<file path="src/rtl/unidir_disjoint_switch_box.sv">
// Unidirectional disjoint switch box: each output track k on every side picks track k of one
// of the three other sides (or constant 0) using a 2-bit code taken from configuration byte k.
// Configuration is either passed straight through from c (cset=1, also captured each clk) or
// held in cfg_q (cset=0).
// Optional build macro DSB_OUT_REG_EN: when defined, every output is registered (1-cycle
// latency, async clear); when undefined, outputs are purely combinational.
module unidir_disjoint_switch_box #(
  parameter int unsigned W = 8
) (
  input  logic           clk,
  input  logic           rst,
  input  logic           cset,
  input  logic [8*W-1:0] c,
  input  logic [W-1:0]   north_in,
  input  logic [W-1:0]   east_in,
  input  logic [W-1:0]   south_in,
  input  logic [W-1:0]   west_in,
  output logic [W-1:0]   north_out,
  output logic [W-1:0]   east_out,
  output logic [W-1:0]   south_out,
  output logic [W-1:0]   west_out
);

  logic [8*W-1:0] cfg_q;
  logic [8*W-1:0] cfg;
  logic [W-1:0]   north_mux;
  logic [W-1:0]   east_mux;
  logic [W-1:0]   south_mux;
  logic [W-1:0]   west_mux;

  // Code 0/1/2 pick a/b/c; code 3 parks the track at 0. A case keeps unselected X off the output.
  function automatic logic pick(logic [1:0] code, logic a, logic b, logic cc);
    logic r;
    unique case (code)
      2'd0:    r = a;
      2'd1:    r = b;
      2'd2:    r = cc;
      default: r = 1'b0;
    endcase
    return r;
  endfunction

  // Configuration register: async clear, captures c whenever cset is high.
  always_ff @(posedge clk or negedge rst) begin
    if (!rst) begin
      cfg_q <= '0;
    end else if (cset) begin
      cfg_q <= c;
    end
  end

  // Transparent mode lets c reach the muxes without a clock, even while in reset.
  assign cfg = cset ? c : cfg_q;

  // Per-track muxes; track indices never cross and no side feeds itself.
  always_comb begin
    north_mux = '0;
    east_mux  = '0;
    south_mux = '0;
    west_mux  = '0;
    for (int k = 0; k < W; k++) begin
      north_mux[k] = pick(cfg[8*k+0 +: 2], east_in[k],  south_in[k], west_in[k]);
      east_mux[k]  = pick(cfg[8*k+2 +: 2], south_in[k], west_in[k],  north_in[k]);
      south_mux[k] = pick(cfg[8*k+4 +: 2], west_in[k],  north_in[k], east_in[k]);
      west_mux[k]  = pick(cfg[8*k+6 +: 2], north_in[k], east_in[k],  south_in[k]);
    end
  end

`ifdef DSB_OUT_REG_EN
  logic [W-1:0] north_q;
  logic [W-1:0] east_q;
  logic [W-1:0] south_q;
  logic [W-1:0] west_q;

  // Output flops: one cycle of latency, cleared asynchronously.
  always_ff @(posedge clk or negedge rst) begin
    if (!rst) begin
      north_q <= '0;
      east_q  <= '0;
      south_q <= '0;
      west_q  <= '0;
    end else begin
      north_q <= north_mux;
      east_q  <= east_mux;
      south_q <= south_mux;
      west_q  <= west_mux;
    end
  end

  assign north_out = north_q;
  assign east_out  = east_q;
  assign south_out = south_q;
  assign west_out  = west_q;
`else
  assign north_out = north_mux;
  assign east_out  = east_mux;
  assign south_out = south_mux;
  assign west_out  = west_mux;
`endif

endmodule

</file>
<file path="config.mk">
export PLATFORM = sky130hd
export DESIGN_NAME = unidir_disjoint_switch_box
export DESIGN_NICKNAME = d
export VERILOG_FILES = /design/src/rtl/unidir_disjoint_switch_box.sv
export SDC_FILE = /design/constraint.sdc
export NUM_CORES = 1
export LEC_CHECK = 0
export ABC_AREA = 1
export BUFFER_PORTS_ARGS = -buffer_cell sky130_fd_sc_hd__buf_2
export CORE_AREA = 2 2 157 120
export CTS_CLUSTER_SIZE = 16
export DETAILED_ROUTE_END_ITERATION = 10
export DIE_AREA = 0 0 159 122
export PLACE_DENSITY = 0.49
export SLEW_MARGIN = 20
export SYNTH_ARGS = -nofsm -noshare
export SYNTH_HDL_FRONTEND = slang
export SYNTH_SLANG_ARGS = --single-unit
</file>
<file path="constraint.sdc">
create_clock -name clk -period 1.2 [get_ports clk]
set_input_delay 0.24 -clock clk [delete_from_list [all_inputs] [get_ports clk]]
set_output_delay 0.24 -clock clk [all_outputs]
set_load 0.05 [all_outputs]
</file>
## After elaboration in Yosys (flattened, before gate mapping)

Cells that the tools add are included.

| storage, ports and cells | value |
|---|---|
| memory bits (writable) | 0 |
| memories kept | 0 |
| output and inout bits | 32 |
| word-level logic and storage cells | 130 |
| bits in latches | 0 |
| bits of input ports | 99 |
| ROM bits | 0 |
| register bits | 64 |

| operators by class | value |
|---|---|
| div/mod/pow operators | 0 |
| $mul | 0 |
| bitwise operators | 0 |
| $lt $le $gt $ge | 0 |
| reduce and logical (&&, ||, !) cells | 32 |
| multiplexer cells | 33 |
| equal/unequal tests | 64 |
| add/sub/neg operators | 0 |
| shifts and indexed selects | 0 |

Operators with widths:

| kind | number |
|---|---|
| $pmux W1 S3 | 32 |
| $eq A2 B1 Y1 const B | 32 |
| $eq A2 B2 Y1 const B | 32 |
| $logic_not A2 Y1 | 32 |
| $mux W64 | 1 |

## Longest topological paths before layout

| logic depth | value |
|---|---|
| depth after elaboration | 3 |
| mapped depth | 8 |
| depth with buffers taken out | 5 |

## Least setup slack after synthesis

OpenSTA, ideal clock, no wires.

| timing | value |
|---|---|
| kind | input port to output port |
| from | input port cset |
| to | output port south_out[7] |
| arrival | 1.204 ns |
| stages | 6 |
| slack | -0.244 ns |
| cells stage by stage | buf_6 buf_6 buf_2 o21ai_0 nand3_1 nand2_1 |

| between the ends | value |
|---|---|
| cells in the longest elaborated chain, start to end | 3 |
| elaborated cells on any way between the ends | 5 |
| those cells by class | eq/ne (2); mux (2); reduce/logical (1) |

Ends and longest elaborated chain:

| item | line | RTL |
|---|---|---|
| start: declaration | 12 | `input logic cset,` |
| $mux W64 (*) | 53 | `assign cfg = cset ? c : cfg_q;` |
| $eq A2 B2 Y1, or another cell as far along | 34 | `unique case (code)` |
| $pmux W1 S3 (*) | 34 |  |
| end: declaration | 20 | `output logic [W-1:0] south_out,` |

Every way passes the cells marked *; elsewhere a longest branch is shown, timed or not.

## Worst setup path after layout

| timing | value |
|---|---|
| from | register cfg_q[37] |
| to | output port south_out[4] |

| between the ends | value |
|---|---|
| cells in the longest elaborated chain, start to end | 3 |
| elaborated cells on any way between the ends | 5 |
| those cells by class | eq/ne (2); mux (2); reduce/logical (1) |

Ends and longest elaborated chain:

| item | line | RTL |
|---|---|---|
| start: declaration | 24 | `logic [8*W-1:0] cfg_q;` |
| start signal: assignment | 46 | `cfg_q <= '0;` |
| start signal: assignment | 48 | `cfg_q <= c;` |
| $mux W64 (*) | 53 |  |
| $eq A2 B2 Y1, or another cell as far along | 34 |  |
| $pmux W1 S3 (*) | 34 |  |

Marked as above.

==> metrics.txt <==
Slew Limit Fails=0; largest net degree at the start of global routing=65; area grow syn2layout=70.9%; # IOs=131; largest reg by FF count=cfg_q; global-route wire length before repair=21700 µm; peak supply drop=517 µV; commonest cells in the netlist=nand2_1, inv_1, nand3_1; gr ovfl total=0; setup TNS=-7700 ps; most numerous cell in the Yosys netlist=nand2_1; Crit. End Element=output pin; asr flop ratio synth=100%; DR DRC count=0; row cnt=43; overall power=7840 µW; RSZ-0062 raised after global routing=yes; DP Wirelength=9080 µm; Fill cells=1886; Yosys warning count=0; die footprint=19400 µm²; top cells by area, synth=dfrtp_1, nand2_1, nand3_1; #FFs+latches synth=64; WS Path Type=flop to output pin; GP Congestion=0.807; Chip Height=122 µm; relative slew slack=75.6%; r2r endpoint=cfg_q[37]; final WL=13700 µm; Worst Hold Class=input port to flop; failing checks=setup timing; Port Buffer Count=130; vias=4878; Worst path max stage delay=380 ps; Via-to-Cell Ratio=4.11; Slew @ Worst Pin=366 ps; max FFs per register=64; Syn Inst Count=733; Worst R2R Path Depth=8; top flop regs=cfg_q x64; Inst Count DP=1144; slowest CP cell=dfrtp_1; syn avg cell area=5.99 µm²; R2R setup slack=100 ps; Worst-path clk slew=50 ps; CP delay by family, top=flip-flops; most frequent CP cell=nand2_2; vias in the first global route=4573; share of layout cells above drive strength 1=46.4%; drt pass-1 iters=4; Min-Delay Endpoint=cfg_q[44]; n_diodes=0; worst skew pair latency=320 ps; Buf/Inv on CP=2; initial antenna violation count=0; die width=159 µm; final worst clock skew=0 ps; WP data required=960 ps; Final period util=123%; post-route ant nets=0; mapped cell area=4390 µm²; status=finished with violations; cell breakdown of the critical path=inv_1 -> nand2_2 -> nand2_2 -> nand3_2 -> nand2_4 -> buf_8; Sink Count=64; Seq/Total Area, Yosys=36.5%; DRT iter0 DRCs=234; Synth top area share=36.5%; min Tclk post-route=1470 ps; gr usage total=13.7%; WHS=168 ps; Fmax=679 MHz; Core Box Area=18100 µm²; synth unique cells=10; number of max-cap violations=0; WP data arrival=1230 ps; hold path cells=3; Pwr Density=1040 nW/µm²; syn nets=832; final std cells w/o fill=1188; fin nets=1036; predominant post-synthesis flop cell=dfrtp_1; Setup Viol. Count Final=32; LEAKAGE=0.00426 µW; CTS tree=yes; cell taking the most area after synthesis=dfrtp_1; Clock Path Buffers=2; routed len/inst=11.5 µm; CP Max Fanout=2; post-route setup slack=-272 ps; Final Hold Fails=0; total CTS buffers=9; Starting Density=24.3%; Post-synth EDFFs=0; CTS root buf=clkbuf_16; startpoint types=flop; worst hold start=c[44]; reg2reg start=cfg_q[37]; H-tree depth=3
report_power, final:
part | switching (µW) | internal [µW] | total (µW)
clock network | 889 | 1500 | 2390
registers | 111 | 2350 | 2460
logic | 1680 | 1300 | 2980
total | 2680 | 5160 | 7840
metrics by stage:
stage / util [%] / area [µm²] / worst slack (ps)
2_1_floorplan: - / 4870 / -65.1
3_3_place_gp: 34.1 / 6160 / -411
3_5_place_dp: 34.1 / 6160 / -411
4_1_cts: 39.9 / 7210 / -292
5_1_grt: 41.5 / 7500 / -343
6_report: 41.5 / 7500 / -272
cell usage in the layout (no fill, tap or decap), drive strengths merged:
master       instances
nand2              320
dfrtp               64
buf                217
inv                161
clkbuf              18
nand3              128
dlygate4sd3          1
o21ai               32
layer usage:
layer	track usage, %	part of all wire [%]	up-vias
li1	-	-	2611
met1	19.6	51	2150
met2	20.8	44	109
met3	3.34	4.8	8
met4	3.01	0.79	0
met5	0	0	-
layout make-up:
type,count,area (µm²),area share (%)
Inverter,161,612,8.15
Sequential cell,64,1600,21.3
Tap cell,247,309,4.12
Multi-Input combinational cell,480,2880,38.3
Timing Repair Buffer,221,1840,24.5
Clock buffer,15,268,3.57
repair_timing:
item,CTS,global route
gates cloned,1,3
endpoints found under the hold margin,64,0
pin swaps,40,44
setup endpoints to repair,32,34
resized for setup,205,61
hold buffers,1,0
setup buffers,16,14
worst max-delay path by stage:
stage / start / to / cells past startpoint
2_1_floorplan: cset / east_out[0] / 8
3_3_place_gp: cset / south_out[3] / 6
3_5_place_dp: cset / south_out[3] / 8
4_1_cts: cfg_q[37] / south_out[4] / 6
5_1_grt: cfg_q[37] / south_out[4] / 6
6_report: cfg_q[37] / south_out[4] / 6
tightest hold or removal path: stages:
cell and delay, ps:
buf_2 90, nand2_1 40, nand2_1 80
cell families (layout without fill, tap and decap cells):
family	count (synthesis)	count (layout)	share of synthesized area, %
AND/OR/NAND/NOR	448	448	41.9
buffers and inverters	189	397	17.9
flip-flops	64	64	36.5
AO/OA/AOI/OAI	32	32	3.65
(Power assumes the default switching activity.)
